[config.mk]
export PLATFORM = sky130hd
export DESIGN_NAME = hazard_sched
export DESIGN_NICKNAME = d
export VERILOG_FILES = /design/src/rtl/pipe_ctrl_pkg.sv /design/src/rtl/reg_scoreboard.sv /design/src/rtl/hazard_sched.sv
export SDC_FILE = /design/constraint.sdc
export NUM_CORES = 1
export LEC_CHECK = 0
export CORE_ASPECT_RATIO = 0.7
export CORE_UTILIZATION = 60
export CTS_CLUSTER_SIZE = 30
export DETAILED_ROUTE_END_ITERATION = 8
export HOLD_SLACK_MARGIN = 0.03
export MAX_ROUTING_LAYER = met4
export PLACE_DENSITY = 0.91
export REMOVE_ABC_BUFFERS = 1
export SETUP_SLACK_MARGIN = 0.5
export SYNTH_ARGS = -nofsm -noshare
export SYNTH_HDL_FRONTEND = slang
export SYNTH_SLANG_ARGS = --single-unit
[constraint.sdc]
create_clock -name clk -period 3.6 [get_ports clk]
set_clock_uncertainty 0.1 [all_clocks]
set_input_delay 0.72 -clock clk [delete_from_list [all_inputs] [get_ports clk]]
set_output_delay 0.72 -clock clk [all_outputs]
set_load 0.005 [all_outputs]
[src/rtl/pipe_ctrl_pkg.sv]
// rtl/pipe_ctrl_pkg.sv - shared types and sizing for the ID-stage issue controller
package pipe_ctrl_pkg;

  // Outstanding writes per register: one each in ID/EX, EX/MEM and MEM/WB.
  localparam int MAX_INFLIGHT = 3;
  // Per-register counter width; 2**CNT_W must exceed MAX_INFLIGHT.
  localparam int CNT_W        = 2;
  localparam int NUM_REGS     = 32;
  localparam int IDX_W        = 5;

  typedef enum logic {
    IDLE     = 1'b0,
    MUL_BUSY = 1'b1
  } sched_state_t;

endpackage

[src/rtl/reg_scoreboard.sv]
// rtl/reg_scoreboard.sv - per-register in-flight write counters with two pending read ports
module reg_scoreboard
  import pipe_ctrl_pkg::*;
(
  input  logic             clk,
  input  logic             rst_n,
  input  logic             i_inc_en,
  input  logic [IDX_W-1:0] i_inc_idx,
  input  logic             i_dec_en,
  input  logic [IDX_W-1:0] i_dec_idx,
  input  logic [IDX_W-1:0] i_ra_idx,
  input  logic [IDX_W-1:0] i_rb_idx,
  output logic             o_ra_pending,
  output logic             o_rb_pending,
  output logic             o_any_pending
);

  logic [CNT_W-1:0]    r_cnt [NUM_REGS];
  logic [NUM_REGS-1:0] w_inc_hit;
  logic [NUM_REGS-1:0] w_dec_hit;
  logic [NUM_REGS-1:0] w_up;
  logic [NUM_REGS-1:0] w_dn;
  logic [NUM_REGS-1:0] w_at_max;
  logic [NUM_REGS-1:0] w_nonzero;

  // Decode increment/decrement targets; x0 is never tracked.
  always_comb begin
    w_inc_hit = '0;
    w_dec_hit = '0;
    w_at_max  = '0;
    w_nonzero = '0;
    for (int i = 1; i < NUM_REGS; i++) begin
      w_inc_hit[i] = i_inc_en && (i_inc_idx == IDX_W'(i));
      w_dec_hit[i] = i_dec_en && (i_dec_idx == IDX_W'(i));
      w_at_max[i]  = (r_cnt[i] == CNT_W'(MAX_INFLIGHT));
      w_nonzero[i] = (r_cnt[i] != '0);
    end
  end

  // Issue and retire of the same register cancel each other out.
  assign w_up = w_inc_hit & ~w_dec_hit;
  assign w_dn = w_dec_hit & ~w_inc_hit;

  // Saturating counter update; overflow and underflow are dropped.
  always_ff @(posedge clk or negedge rst_n) begin
    if (!rst_n) begin
      for (int i = 0; i < NUM_REGS; i++) begin
        r_cnt[i] <= '0;
      end
    end else begin
      for (int i = 1; i < NUM_REGS; i++) begin
        if (w_up[i] && !w_at_max[i]) begin
          r_cnt[i] <= r_cnt[i] + 1'b1;
        end else if (w_dn[i] && w_nonzero[i]) begin
          r_cnt[i] <= r_cnt[i] - 1'b1;
        end
      end
    end
  end

  assign o_ra_pending  = (i_ra_idx != '0) && w_nonzero[i_ra_idx];
  assign o_rb_pending  = (i_rb_idx != '0) && w_nonzero[i_rb_idx];
  assign o_any_pending = |w_nonzero;

  // A write issued beyond MAX_INFLIGHT or a retire with nothing in flight is a pipeline bug.
  a_no_overflow : assert property (@(posedge clk) disable iff (!rst_n)
    ((w_up & w_at_max) == '0));
  a_no_underflow : assert property (@(posedge clk) disable iff (!rst_n)
    ((w_dn & ~w_nonzero) == '0));

endmodule

[src/rtl/hazard_sched.sv]
// rtl/hazard_sched.sv - ID-stage issue controller: RAW stall, MUL sequencing, branch flush
module hazard_sched
  import pipe_ctrl_pkg::*;
#(
  parameter int MUL_LAT = 4
) (
  input  logic             clk,
  input  logic             rst,
  input  logic             id_valid_inst,
  input  logic             id_uses_ra,
  input  logic             id_uses_rb,
  input  logic [IDX_W-1:0] id_ra_idx,
  input  logic [IDX_W-1:0] id_rb_idx,
  input  logic             id_reg_wr,
  input  logic [IDX_W-1:0] id_dest_reg_idx,
  input  logic             id_is_mul,
  input  logic             ex_take_branch,
  input  logic             wb_valid_inst,
  input  logic             wb_reg_wr,
  input  logic [IDX_W-1:0] wb_dest_reg_idx,
  output logic             stall,
  output logic             if_id_enable,
  output logic             if_id_flush,
  output logic             id_ex_bubble,
  output logic             ex_hold,
  output logic             ex_mem_bubble,
  output logic             pending_any
);

  localparam int MUL_W = (MUL_LAT > 1) ? $clog2(MUL_LAT) : 1;

  sched_state_t     r_state;
  sched_state_t     w_state_nxt;
  logic [MUL_W-1:0] r_mul_cnt;
  logic [MUL_W-1:0] w_mul_cnt_nxt;

  logic w_ra_pending;
  logic w_rb_pending;
  logic w_hazard;
  logic w_issue;
  logic w_inc_en;
  logic w_dec_en;

  assign w_hazard = id_valid_inst &
                    ((id_uses_ra & w_ra_pending) | (id_uses_rb & w_rb_pending));

  // Only issued writers are counted; a squashed or stalled ID instruction leaves the scoreboard alone.
  assign w_inc_en = w_issue & id_reg_wr & (id_dest_reg_idx != '0);
  assign w_dec_en = wb_valid_inst & wb_reg_wr & (wb_dest_reg_idx != '0);

  reg_scoreboard u_scoreboard (
    .clk           (clk),
    .rst_n         (rst),
    .i_inc_en      (w_inc_en),
    .i_inc_idx     (id_dest_reg_idx),
    .i_dec_en      (w_dec_en),
    .i_dec_idx     (wb_dest_reg_idx),
    .i_ra_idx      (id_ra_idx),
    .i_rb_idx      (id_rb_idx),
    .o_ra_pending  (w_ra_pending),
    .o_rb_pending  (w_rb_pending),
    .o_any_pending (pending_any)
  );

  // FSM state and MUL occupancy counter.
  always_ff @(posedge clk or negedge rst) begin
    if (!rst) begin
      r_state   <= IDLE;
      r_mul_cnt <= '0;
    end else begin
      r_state   <= w_state_nxt;
      r_mul_cnt <= w_mul_cnt_nxt;
    end
  end

  // Pipeline enables from the current state, then issue and next-state decode.
  always_comb begin
    stall         = 1'b0;
    if_id_enable  = 1'b1;
    if_id_flush   = 1'b0;
    id_ex_bubble  = 1'b0;
    ex_hold       = 1'b0;
    ex_mem_bubble = 1'b0;
    w_state_nxt   = r_state;
    w_mul_cnt_nxt = r_mul_cnt;

    case (r_state)
      IDLE: begin
        stall        = w_hazard;
        // A taken branch refills IF/ID from the new PC even while ID is stalled.
        if_id_enable = ~w_hazard | ex_take_branch;
        if_id_flush  = ex_take_branch;
        id_ex_bubble = w_hazard | ex_take_branch;
      end
      MUL_BUSY: begin
        // EX is occupied: freeze everything upstream and let holding win over bubbling ID/EX.
        stall         = 1'b1;
        if_id_enable  = 1'b0;
        ex_hold       = 1'b1;
        ex_mem_bubble = 1'b1;
      end
      default: begin
        w_state_nxt = IDLE;
      end
    endcase

    w_issue = id_valid_inst & ~stall & ~ex_take_branch;

    case (r_state)
      IDLE: begin
        if (w_issue && id_is_mul && (MUL_LAT > 1)) begin
          w_state_nxt   = MUL_BUSY;
          w_mul_cnt_nxt = MUL_W'(MUL_LAT - 1);
        end
      end
      MUL_BUSY: begin
        w_mul_cnt_nxt = r_mul_cnt - 1'b1;
        if (r_mul_cnt == MUL_W'(1)) begin
          w_state_nxt = IDLE;
        end
      end
      default: begin
        w_mul_cnt_nxt = '0;
      end
    endcase
  end

  // A branch cannot resolve in EX while a multiply owns it.
  a_no_branch_in_mul : assert property (@(posedge clk) disable iff (!rst)
    !((r_state == MUL_BUSY) && ex_take_branch));

endmodule

==> reports/metrics.csv <==
metric;value;unit
Pleak;2.80;nW
critical path endpoint category;register;
first-pass GRT wire length;30000;um
Max IR drop VDD;0.350;mV
status;finished, violations left;
final WL;21700;um
Final WS setup;-0.0466;ns
Slew @ Worst Pin;1.05;ns
yosys warns;0;
Final Hold Vio Count;0;
gr usage total;0.451;
Layout Area Growth over Synthesis;36.5;%
total CTS buffers;9;
largest net degree at the start of global routing;42;
Syn Std Cell Area;5160;sq um
multi-input logic area;3880;sq um
mux cell area share after synthesis;0.0567;
Final min period;3.65;ns
die width;113;um
clk root buf;clkbuf_16;
gr ovfl total;0;
total core area;8110;sq um
antenna-violating nets left;0;
GP Congestion;1.02;
#FFs+latches synth;65;
kind of critical path;register to register;
post-synthesis cell type count;66;
Final nets;785;
sequential-to-total area share from yosys stat;0.315;
Hold Slack;0.393;ns
Clock Tree Buf Depth;2;
ANT cells;0;
reg2reg path depth;12;
vias in the first global route;5802;
Avg Cell Area, Syn;7.73;sq um
Skew-Pair Late Insertion Delay;0.34;ns
initial antenna violation count;0;
# fillers;409;
Synth Area in Adders;0.00242;
main combinational cell family by area after synthesis;simple AND/OR/NAND/NOR gates;
async set or reset register ratio after synthesis;1.00;
Critical Path Fanout Max;7;
failing checks;design-rule violations, negative setup slack;
Post-synth EDFFs;0;
Max Freq;274;MHz
hpwl dp;13200;um
routed vias/inst;7.60;
Die Footprint;8990;sq um
drt initial violations;1013;
Post-Synth Simple-Gate Area;0.334;
PortBufs;36;
sequential cell area;1630;sq um
htree depth;3;
RSZ-0062 raised after global routing;yes;
Pins Over Slew Limit;0;
floorplan row count;27;
DP Worst Slack;-0.447;ns
num ports;37;
clock sinks;65;
Post-Syn Instances;668;
CTS tree;done;
via count;6536;
worst reg-to-reg setup slack;-0.05;ns
critical path arrival;3.73;ns
Detailed Routing Iterations Pass 1;9;
clock slew at reported path FFs;0.06;ns
pwr/cell area;392;nW/um^2
Setup Viol. Count Final;1;
Post-CTS Hold Buffers;0;
Die Y;79.6;um
worst flop-to-flop path startpoint;u_scoreboard.r_cnt[46]$_DFFE_PN0P_;
reg-to-reg endpoint;u_scoreboard.r_cnt[28]$_DFFE_PN0P_;
HP Class;register to register;
post-synthesis xor/xnor area fraction;0.00848;
Crit. Startpoint;u_scoreboard.r_cnt[46]$_DFFE_PN0P_;
ratio of cells with drive above 1 in the final layout;0.279;
Critical Path RT;3.68;ns
Setup crit end;u_scoreboard.r_cnt[28]$_DFFE_PN0P_;
reported max-cap violation count;0;
DRC violation count after routing;86;
post-DR wirelength/cell;25.2;um
fin crit share;1.01;
Slew HR;0.299;
initial core utilization;0.637;
main flop type after synthesis;dfrtp_1;
compound-cell area share of the yosys netlist;0.233;
type of origin of the critical path;register;
setup TNS;-0.0466;ns
-- area by class of cell --
type                       count  share of cell area
clock buffer                  10              0.0325
clock inverter                 6              0.0117
inverter                      29              0.0162
multi-input combinational    547               0.551
sequential                    65               0.231
tap                          101              0.0179
timing repair buffer         102               0.140
-- synthesized netlist by cell type (6+ instances only) --
library cell | number | area share
a2111oi_0 | 6 | 0.010
a21o_1 | 6 | 0.0087
a21oi_1 | 42 | 0.041
a311oi_1 | 7 | 0.012
and3_1 | 6 | 0.0073
buf_2 | 7 | 0.0068
clkbuf_1 | 12 | 0.0087
dfrtp_1 | 65 | 0.31
inv_1 | 27 | 0.020
mux2_2 | 6 | 0.013
mux2i_1 | 9 | 0.017
mux4_2 | 6 | 0.026
nand2_1 | 80 | 0.058
nand2b_1 | 12 | 0.015
nand3_1 | 22 | 0.021
nand4_1 | 11 | 0.013
nor2_1 | 97 | 0.071
nor2b_1 | 12 | 0.015
nor3_1 | 41 | 0.040
nor3_2 | 8 | 0.016
nor3b_1 | 10 | 0.015
nor4_1 | 12 | 0.015
o211ai_1 | 7 | 0.010
o21ai_0 | 47 | 0.046
o221a_2 | 6 | 0.013
o31ai_1 | 13 | 0.019
or3_1 | 11 | 0.013
-- cell families (layout without fill, tap and decap cells) --
logic type	Yosys count	after routing
fa+ha+maj	1	1
buf+inv	56	147
compound gates	176	176
xor+xnor	5	5
mux	21	21
flops	65	65
simple gates	344	344
-- worst min path at each step --
stage	from	end	slack, ns	cells after the start
2_1_floorplan	rst	r_mul_cnt[0]$_DFFE_PN0P_	0.32	0
3_3_place_gp	r_mul_cnt[0]$_DFFE_PN0P_	r_mul_cnt[0]$_DFFE_PN0P_	0.37	1
3_5_place_dp	r_mul_cnt[0]$_DFFE_PN0P_	r_mul_cnt[0]$_DFFE_PN0P_	0.39	1
4_1_cts	r_mul_cnt[0]$_DFFE_PN0P_	r_mul_cnt[0]$_DFFE_PN0P_	0.40	1
5_1_grt	r_mul_cnt[0]$_DFFE_PN0P_	r_mul_cnt[0]$_DFFE_PN0P_	0.41	1
6_report	r_mul_cnt[0]$_DFFE_PN0P_	r_mul_cnt[0]$_DFFE_PN0P_	0.39	1
-- cells in the final DEF, fill, tap and decap left out, types with 17 or more instances in the layout --
cell	n
a21oi_1	37
nor3_2	17
nand3_1	21
nor3_1	18
clkdlybuf4s50_1	24
o21ai_0	33
nor2_1	86
dfrtp_1	65
buf_4	46
nand2_1	80
inv_1	24
-- stage by stage --
step / total power [mW] / cell area, sq um / utilization / cells
after floorplan: 1.27 / 5010 / - / 641
after global placement: 1.54 / 5840 / 0.720 / 822
after detailed placement: 1.57 / 5840 / 0.720 / 822
after CTS: 2.55 / 6440 / 0.795 / 846
after global routing: 2.83 / 7050 / 0.869 / 860
final: 2.76 / 7050 / 0.869 / 860
-- critical path, stage by stage, from the launching register on --
cell and delay, ns:
dfrtp_1 0.45, nor2_2 0.34, mux4_2 0.30, nor2_1 0.04, o211ai_1 0.33, nand4_4 0.24
buf_6 0.19, buf_4 0.15, buf_12 0.15, buf_12 0.15, o31a_1 0.34, a21oi_1 0.53
mux2i_1 0.16
-- registers in the layout, summed over array words and instances, names as in the netlist --
register	cells
r_mul_cnt	2
r_state	1
u_scoreboard.r_cnt	62
-- routing by layer --
| layer | routed length, um | global-route usage | share of wire |
|---|---|---|---|
| met1 | 7590 | 0.568 | 0.35 |
| met2 | 8940 | 0.680 | 0.41 |
| met3 | 3600 | 0.144 | 0.17 |
| met4 | 1540 | 0.179 | 0.071 |
| met5 | 0 | - | 0 |
-- timing repair --
| action | in CTS | in global routing |
|---|---|---|
| buffers inserted | 6 | 8 |
| endpoints found under the setup margin | 64 | 45 |
| resized for setup | 97 | 99 |
| hold endpoints to repair | 0 | 0 |
| pin swaps | 18 | 44 |
| cloned | 2 | 6 |
-- power breakdown --
group / leakage (nW) / internal, mW / switching, mW
clock network: 0.152 / 0.603 / 0.343
registers: 0.837 / 0.816 / 0.151
logic: 1.81 / 0.380 / 0.470
total: 2.80 / 1.80 / 0.965
Note: power is estimated with default switching activity, not from simulation.
==> RTL edit (same flow settings) <==
Change the parameter `MUL_LAT` from 4 to 8.
--- a/src/rtl/hazard_sched.sv
+++ b/src/rtl/hazard_sched.sv
@@ -3,5 +3,5 @@
   import pipe_ctrl_pkg::*;
 #(
-  parameter int MUL_LAT = 4
+  parameter int MUL_LAT = 8
 ) (
   input  logic             clk,
Check against the original RTL: not settled (the Yosys comparison gave no result); the edit may change what the design does.
==> RTL edit against the unedited design <==
  * Critical path depth is 1 lower
  * Sequential power is 7.1% lower
  * Area after synthesis is 0.27% lower
  * Final area is 9.1% lower
  * Routed wire length is 20% lower
  * Setup slack better by 0.35 ns
  * Sequential cell count is 1 higher
  * Total power is 14% lower
  * Critical endpoint is now id_ex_bubble
==> RTL edit: results <==
[run_status]
outcome = finished clean

[critical_path]
ff2ff_setup_slack_ns = 0.53
cp_max_fo = 5
reg2reg_to = u_scoreboard.r_cnt[8]$_DFFE_PN0P_
critical-path-max-stage-delay_ns = 0.30
reg2reg_from = u_scoreboard.r_cnt[1]$_DFFE_PN0P_
cp_data_arrival_time_ns = 2.48
crit_slowest_cell = a211o_1

[grt]
antenna_found_initial = 0
first_global_vias = 5512
grt_first_pass_wirelength_um = 27160
grt_max_degree = 67
grt_use_total_pct = 41.15

[sta]
period_minus_slack_ns = 3.298
worstMarginPinSlew_ns = 0.8647

[worst_hold_path]
hold_path.class = register to register
hp-start = u_scoreboard.r_cnt[5]$_DFFE_PN0P_
min_delay_worst_endpoint = u_scoreboard.r_cnt[4]$_DFFE_PN0P_
hold_depth = 1

[placed_design]
pre_cts_slack_ns = -0.5483
place_hpwl_um = 12870
place_area_mm2 = 0.005959
place_congestion = 1.032

[route]
vias_per_cell = 6.812
route.final.wire_length_um = 17380
drt_iter0_drc = 726
dr.pass1.iters = 5

[final_layout]
drive_gt1_share_pct = 19.60
finalNetCount = 782
top_regs = u_scoreboard.r_cnt x62, r_mul_cnt x3, r_state x1
fillers = 531

[cts]
clk_latency_ns = 0.34
cts-buffers-inserted = 9

[synthesis]
yosysSeqAreaShare_pct = 32.07
yosys-top-cells-area = dfrtp_1 32%, nor2_1 6.9%, nand2_1 5.9%, o21ai_0 4.4%, nor3_1 3.7%
synth.distinct_cells = 67
synth_commonest_cells = 95 x nor2_1, 81 x nand2_1, 66 x dfrtp_1
synthArstFlopShare_pct = 100.0

[power_and_ir_drop]
irDropWorstVdd_mv = 0.4022
p_leak_nw = 2.754
power.switching_w = 0.0007758
RTL edit: cell type report:
| cell class | count | area (um^2) | share of cell area (%) |
|---|---|---|---|
| Multi-Input combinational cell | 543 | 3369 | 52.60 |
| Tap cell | 101 | 126.4 | 1.973 |
| Clock buffer | 13 | 260.3 | 4.063 |
| Timing Repair Buffer | 103 | 860.8 | 13.44 |
| Sequential cell | 66 | 1657 | 25.86 |
| Clock inverter | 3 | 23.77 | 0.3711 |
| Inverter | 27 | 108.9 | 1.699 |
RTL edit: through the flow:
step	util, %	std cells	TNS [ns]	hold slack (ns)	total power, W
3_5_place_dp	73.81	830	-10.48	0.4199	0.001480
3_3_place_gp	73.81	830	-7.682	0.3770	0.001457
5_1_grt	79.34	856	0	0.4495	0.002448
6_report	79.34	856	0	0.4423	0.002370
2_1_floorplan	-	636	0	0.3244	0.001189
4_1_cts	78.06	852	0	0.4275	0.002314
RTL edit: cell families (layout without fill, tap and decap cells):
group           after synthesis  after routing  share of synthesized area (%)
compound gates              162            162                          21.84
mux                          29             29                          7.823
buf+inv                      50            146                          4.154
flops                        66             66                          32.07
xor+xnor                      4              4                         0.6802
simple gates                346            346                          32.94
fa+ha+maj                     2              2                         0.4858
RTL edit: worst max-delay path by stage:
stage / startpoint / endpoint / depth (start not counted)
after detailed placement: id_rb_idx[0] / id_ex_bubble / 9
after CTS: id_rb_idx[0] / id_ex_bubble / 10
after floorplan: id_rb_idx[0] / id_ex_bubble / 7
after global routing: id_rb_idx[0] / id_ex_bubble / 10
final: id_ra_idx[1] / id_ex_bubble / 11
after global placement: id_rb_idx[0] / id_ex_bubble / 9
RTL edit: what timing repair did:
item,4_1_cts,5_1_grt
gates resized for setup,43,29
endpoints found under the hold margin,0,0
endpoints found under the setup margin,62,39
pin swaps,9,9
setup buffers,6,4
RTL edit: critical path, delay by kind of cell:
family,cells,cell delay (ns)
buffers and inverters,4,0.69
and+or+nand+nor,4,0.44
AOI/OAI and AO/OA,3,0.62
RTL edit: power groups by stage:
stage          combinational (W)  sequential, W  clock, W
3_5_place_dp            0.000579       0.000901         0
2_1_floorplan           0.000307       0.000881         0
3_3_place_gp            0.000562       0.000895         0
4_1_cts                 0.000580       0.000890  0.000845
5_1_grt                 0.000662       0.000905  0.000881
6_report                0.000616       0.000898  0.000857
RTL edit: metal layers:
layer	share of wire [%]	GRT usage, %
met5	0	-
met3	13	13.06
met4	3.2	16.67
met2	43	61.73
met1	41	51.91
